$ cat src/rtl/lsu_pkg.sv
// lsu_pkg -- shared definitions for the load/store unit controller.
//   state_t          : controller FSM state encoding
//   SZ_B/SZ_H/SZ_W   : req_size encodings (SZ_X is the illegal code)
//   DEPTH_WORDS_DEF  : default data-memory depth in 32-bit words
//   access_err()     : error rule shared by accept-time and latched checks
package lsu_pkg;

  typedef enum logic [2:0] {
    IDLE = 3'd0,
    RD   = 3'd1,
    RDW  = 3'd2,
    WR   = 3'd3,
    RESP = 3'd4
  } state_t;

  localparam logic [1:0] SZ_B = 2'b00;
  localparam logic [1:0] SZ_H = 2'b01;
  localparam logic [1:0] SZ_W = 2'b10;
  localparam logic [1:0] SZ_X = 2'b11;

  localparam int DEPTH_WORDS_DEF = 64;

  // An access is erroneous when the size code is illegal, the address is
  // misaligned for its size, or the word index falls outside the memory.
  function automatic logic access_err(input logic [1:0]  size,
                                      input logic [31:0] addr,
                                      input logic [31:0] depth);
    logic e;
    e = 1'b0;
    case (size)
      SZ_B:    e = 1'b0;
      SZ_H:    e = addr[0];
      SZ_W:    e = |addr[1:0];
      default: e = 1'b1;
    endcase
    if ({2'b00, addr[31:2]} >= depth) e = 1'b1;
    return e;
  endfunction

endpackage

$ cat src/rtl/lsu_align.sv
// lsu_align -- combinational lane logic for the load/store unit.
//   size         in  2   access size code
//   load_unsigned in 1   zero-extend (1) / sign-extend (0) sub-word loads
//   lane         in  2   byte address bits [1:0]
//   rd_word      in  32  word read from the data memory
//   wdata        in  32  right-aligned store data
//   load_data    out 32  extracted and extended load value
//   merged_word  out 32  rd_word with the addressed lane(s) replaced by wdata
module lsu_align
  import lsu_pkg::*;
(
  input  logic [1:0]  size,
  input  logic        load_unsigned,
  input  logic [1:0]  lane,
  input  logic [31:0] rd_word,
  input  logic [31:0] wdata,
  output logic [31:0] load_data,
  output logic [31:0] merged_word
);

  // Little-endian: a byte lives at bit 8*lane, a half at bit 16*lane[1].
  logic [4:0]  b_shamt;
  logic [4:0]  h_shamt;
  logic [31:0] b_shifted;
  logic [31:0] h_shifted;

  assign b_shamt   = {lane, 3'b000};
  assign h_shamt   = {lane[1], 4'b0000};
  assign b_shifted = rd_word >> b_shamt;
  assign h_shifted = rd_word >> h_shamt;

  always_comb begin
    load_data   = rd_word;
    merged_word = wdata;
    case (size)
      SZ_B: begin
        load_data   = {{24{~load_unsigned & b_shifted[7]}}, b_shifted[7:0]};
        merged_word = (rd_word & ~(32'h0000_00FF << b_shamt))
                    | ({24'h0, wdata[7:0]} << b_shamt);
      end
      SZ_H: begin
        load_data   = {{16{~load_unsigned & h_shifted[15]}}, h_shifted[15:0]};
        merged_word = (rd_word & ~(32'h0000_FFFF << h_shamt))
                    | ({16'h0, wdata[15:0]} << h_shamt);
      end
      default: begin
        // Word accesses pass straight through; illegal sizes never reach
        // the memory so their value here is irrelevant.
        load_data   = rd_word;
        merged_word = wdata;
      end
    endcase
  end

endmodule

$ cat src/rtl/lsu_ctrl.sv
// lsu_ctrl -- single-outstanding load/store controller for a word-wide
// data memory with a one-cycle registered read.
//   clk, rst                 clock, asynchronous active-high reset
//   req_valid/req_ready      request handshake (ready only in IDLE)
//   req_we, req_size, req_unsigned, req_addr, req_wdata  request fields
//   resp_valid, resp_rdata, resp_err  one-cycle response pulse
//   mem_we, mem_a, mem_wd, mem_rd     data-memory port
// Sub-word stores are done as read-modify-write: RD -> RDW -> WR.
module lsu_ctrl
  import lsu_pkg::*;
#(
  parameter int DEPTH_WORDS = DEPTH_WORDS_DEF
) (
  input  logic        clk,
  input  logic        rst,
  input  logic        req_valid,
  output logic        req_ready,
  input  logic        req_we,
  input  logic [1:0]  req_size,
  input  logic        req_unsigned,
  input  logic [31:0] req_addr,
  input  logic [31:0] req_wdata,
  output logic        resp_valid,
  output logic [31:0] resp_rdata,
  output logic        resp_err,
  output logic        mem_we,
  output logic [31:0] mem_a,
  output logic [31:0] mem_wd,
  input  logic [31:0] mem_rd
);

  localparam logic [31:0] DEPTH_L = 32'(DEPTH_WORDS);

  state_t      state;
  state_t      state_next;

  logic        we_reg;
  logic [1:0]  size_reg;
  logic        uns_reg;
  logic [31:0] addr_reg;
  logic [31:0] wdata_reg;
  logic [31:0] rdata_reg;
  logic [31:0] mem_a_reg;
  logic [31:0] mem_wd_reg;

  logic        accept;
  logic        req_err;
  logic        held_err;
  logic [31:0] load_data;
  logic [31:0] merged_word;

  assign accept   = req_valid && (state == IDLE);
  assign req_err  = access_err(req_size, req_addr, DEPTH_L);
  // The latched request carries its own error status, so no separate
  // error flag needs to be stored.
  assign held_err = access_err(size_reg, addr_reg, DEPTH_L);

  lsu_align u_align (
    .size          (size_reg),
    .load_unsigned (uns_reg),
    .lane          (addr_reg[1:0]),
    .rd_word       (mem_rd),
    .wdata         (wdata_reg),
    .load_data     (load_data),
    .merged_word   (merged_word)
  );

  always_ff @(posedge clk or posedge rst) begin
    if (rst) state <= IDLE;
    else     state <= state_next;
  end

  always_comb begin
    state_next = state;
    case (state)
      IDLE: begin
        if (req_valid) begin
          if (req_err)                          state_next = RESP;
          else if (req_we && req_size == SZ_W)  state_next = WR;
          else                                  state_next = RD;
        end
      end
      RD:      state_next = RDW;
      RDW:     state_next = we_reg ? WR : RESP;
      WR:      state_next = RESP;
      RESP:    state_next = IDLE;
      default: state_next = IDLE;
    endcase
  end

  always_ff @(posedge clk or posedge rst) begin
    if (rst) begin
      we_reg     <= 1'b0;
      size_reg   <= 2'b00;
      uns_reg    <= 1'b0;
      addr_reg   <= 32'h0;
      wdata_reg  <= 32'h0;
      rdata_reg  <= 32'h0;
      mem_a_reg  <= 32'h0;
      mem_wd_reg <= 32'h0;
    end else begin
      if (accept) begin
        we_reg    <= req_we;
        size_reg  <= req_size;
        uns_reg   <= req_unsigned;
        addr_reg  <= req_addr;
        wdata_reg <= req_wdata;
        rdata_reg <= 32'h0;
        // Errored accesses leave the memory address untouched so no new
        // read is presented for them.
        if (!req_err) begin
          mem_a_reg <= {req_addr[31:2], 2'b00};
          if (req_we && req_size == SZ_W) mem_wd_reg <= req_wdata;
        end
      end
      if (state == RDW) begin
        if (we_reg) mem_wd_reg <= merged_word;
        else        rdata_reg  <= load_data;
      end
    end
  end

  assign req_ready  = (state == IDLE);
  assign resp_valid = (state == RESP);
  assign resp_err   = (state == RESP) && held_err;
  assign resp_rdata = rdata_reg;
  assign mem_we     = (state == WR);
  assign mem_a      = mem_a_reg;
  assign mem_wd     = mem_wd_reg;

endmodule

$ cat config.mk
export PLATFORM = sky130hd
export DESIGN_NAME = lsu_ctrl
export DESIGN_NICKNAME = d
export VERILOG_FILES = /design/src/rtl/lsu_pkg.sv /design/src/rtl/lsu_align.sv /design/src/rtl/lsu_ctrl.sv
export SDC_FILE = /design/constraint.sdc
export NUM_CORES = 1
export LEC_CHECK = 0
export CORE_MARGIN = 2
export CORE_UTILIZATION = 45
export DETAILED_ROUTE_END_ITERATION = 12
export HOLD_SLACK_MARGIN = 0.12
export PLACE_DENSITY = 0.77
export SLEW_MARGIN = 25
export SYNTH_ARGS = -nofsm -noshare
export SYNTH_HDL_FRONTEND = slang
export SYNTH_SLANG_ARGS = --single-unit
$ cat constraint.sdc
create_clock -name clk -period 9.25 [get_ports clk]
set_input_delay 0.925 -clock clk [delete_from_list [all_inputs] [get_ports clk]]
set_output_delay 0.925 -clock clk [all_outputs]
set_load 0.02 [all_outputs]
==> impl_metrics.csv <==
group,metric,value,unit
run_status,status,"finished, final reports clean",
die,die-width,133.8,um
sta,tns,0,ps
sta,maxSlewViolCount,0,
cells_and_area,layout.nets,1054,
clocking,cts_tree,"built",
clocking,cts_max_level,4,
drt,viasPerCell,5.503,
worst_hold_path,hp-start,"wdata_reg[30]",
global_route,grt_max_degree,107,
cells_and_area,fin_cells,1184,
global_route,antenna_found_initial,0,
setup_path,r2r-start,"state[0]",
clocking,clkTransAtPathRegs,60,ps
setup_path,path_class,"reg -> out",
setup_path,r2r_end,"resp_rdata[20]",
logic_synthesis,synth.area.top_cells,"dfrtp_1, nand2_1, mux2i_1",
drt,vias,6515,
setup_path,worst-path-max-fanout,61,
global_route,grt_usage,0.2489,
die,io_pins,203,
cells_and_area,multi_input_area,0.003249,mm2
drt,drc,0,
die,coreArea,0.01652,mm2
sta,timing.slew.headroom,0.3244,
logic_synthesis,syn_avg_cell_area,9.668,um2
sta,tightestPinTransition,1013,ps
cells_and_area,regArea,0.003980,mm2
logic_synthesis,synth_seq_cells,159,
logic_synthesis,yosysUniqueCellTypes,48,
setup_path,endpoint_kind,"output port",
logic_synthesis,netlist_instances,784,
drt,drtPass1Iterations,5,
power,total_power,0.001716,W
worst_hold_path,hp-class,"reg -> reg",
sta,rsz0062_at_grt,"false",
setup_path,r2r_slack,6480,ps
cells_and_area,layout_commonest_cell,"nand2_1",
setup_path,startpoint_type,"flop",
logic_synthesis,synth_top_area_frac,0.5249,
sta,period_share,0.3870,
clocking,cts_sinks,159,
sta,max_freq,279.4,MHz
clocking,clkLatencyLatePin,420,ps
logic_synthesis,synth_area_leader_cell,"dfrtp_1",
placement,finalWeightedCongestion,0.9058,
power,ir_drop,0.0001344,V
cells_and_area,layout-drive-gt1-share,0.08299,
cells_and_area,diodes,0,
setup_path,worstRegToRegCells,6,
setup_path,critical_path_arrival,2650,ps
logic_synthesis,synth-main-ff-cell,"dfrtp_1",
placement,dp_cells,1151,
drt,wl_per_cell,18.56,um
setup_path,startpoint,"size_reg[1]",
logic_synthesis,ys_async_sr_fraction,1.000,
logic_synthesis,synthesis.area,0.007580,mm2
placement,hpwlAfterDp,15300,um
cells_and_area,synthToLayoutAreaGrowth,35.03,%
clocking,cts_hold_buf,0,
cells_and_area,fill_cells,1424,
sta,hold_viol_final,0,
cells_and_area,final_cell_mix,"nand2_1, clkdlybuf4s50_1, dfrtp_1",
clocking,numCtsBuffers,17,
placement,numPortBuffers,200,
power,power_density,167.6,mW/mm2
die,start_util,0.4587,
logic_synthesis,synth_edf_count,0,
placement,place_ws,5249,ps
clocking,ctsLongestPathBuffers,2,
drt,drtIter0Drc,549,
logic_synthesis,synth_warnings,0,
drt,finalWirelength,21980,um
logic_synthesis,ys_seq_area_frac,0.5249,
global_route,grt-ovfl-total,0,
global_route,grt_pass1_wl,34630,um
setup_path,required,8330,ps
sta,period_minus_slack,3579,ps
die,floorplan.die.height,133.8,um
clocking,postCtsSetupRepairBufs,0,
worst_hold_path,hold-path-endpoint,"wdata_reg[30]",
power,p_leak,4.630,nW
die,placementRows,47,
sta,layout_setup_ws,5671,ps
sta,skew,8.872,ps
clocking,cts_resized,0,
sta,setup-violations-final,0,
global_route,grt_pass1_vias,6302,
job,drv_cap,0,
drt,ant_nets,0,
clocking,root_buffer,"clkbuf_16",
worst_hold_path,whs_path_depth,2,
die,dieArea,0.01790,mm2
[cell usage after synthesis (2+ instances only)]
| cell type | instances |
|---|---|
| nor2_1 | 20 |
| a21boi_0 | 2 |
| mux2i_1 | 47 |
| dfrtp_1 | 159 |
| mux2_2 | 10 |
| nor4_1 | 12 |
| and3b_1 | 3 |
| buf_8 | 2 |
| a222oi_1 | 8 |
| a2111oi_0 | 2 |
| a221o_2 | 6 |
| o221ai_1 | 5 |
| a221oi_1 | 16 |
| nor2b_1 | 26 |
| nand2b_1 | 9 |
| clkbuf_1 | 38 |
| nand2_1 | 220 |
| or2_2 | 2 |
| buf_6 | 3 |
| o21ai_1 | 10 |
| buf_2 | 12 |
| a221o_1 | 10 |
| o22ai_1 | 11 |
| a31oi_1 | 6 |
| buf_1 | 4 |
| nand4_1 | 3 |
| nor3_1 | 6 |
| a21oi_1 | 41 |
| o21ai_0 | 30 |
| a31o_2 | 7 |
| a21o_1 | 2 |
| a22o_1 | 7 |
| o211ai_1 | 2 |
| buf_4 | 4 |
| inv_1 | 20 |
| o211a_1 | 7 |
[worst max path at each step]
stage	end	slack [ps]	depth (start not counted)
2_1_floorplan	addr_reg[0]	4030	1
3_3_place_gp	resp_rdata[16]	5350	6
3_5_place_dp	resp_rdata[20]	5250	6
4_1_cts	resp_err	5650	6
5_1_grt	resp_err	5530	6
6_report	resp_err	5670	6
[layer usage]
layer,track usage,vias up,routed length [um]
li1,-,3075,-
met4,0.08156,0,517
met5,0,-,0
met1,0.3645,3149,9919
met3,0.05291,32,1546
met2,0.3709,259,9996
[worst max-delay path, stage by stage, from the launching register on]
cell and delay, ps:
dfrtp_2 340, buf_4 500, inv_1 290, nor2_1 170, o22ai_1 90, a21boi_0 190
clkdlybuf4s50_1 640
[power breakdown]
part,internal (W),total [W],switching [W]
Sequential,0.000732,0.000762,0.0000305
Clock,0.000383,0.000684,0.000301
Combinational,0.000112,0.000270,0.000157
[layout make-up]
cell class                      instances  share of cell area
Clock inverter                         13             0.01247
Multi-Input combinational cell        543              0.3175
Sequential cell                       159              0.3889
Tap cell                              220             0.02689
Inverter                               20            0.008068
Timing Repair Buffer                  210              0.2029
Clock buffer                           19             0.04328
[stage by stage]
step                        util  hold WS [ps]  instance area [um2]
after floorplan                -         440.3                 7584
after global placement    0.5835         453.5                 9642
after detailed placement  0.5838         461.1                 9647
after CTS                 0.6183         476.9                10220
after global routing      0.6194         492.1                10230
final                     0.6194         473.3                10230
[kinds of logic after synthesis]
group | count (synthesis) | share of synthesized area
compound gates | 176 | 0.1651
buf+inv | 83 | 0.05101
flops | 159 | 0.5249
mux | 58 | 0.07989
other cells | 1 | 0.0004947
simple gates | 307 | 0.1786
No activity file was read; power rests on OpenSTA's default activity.
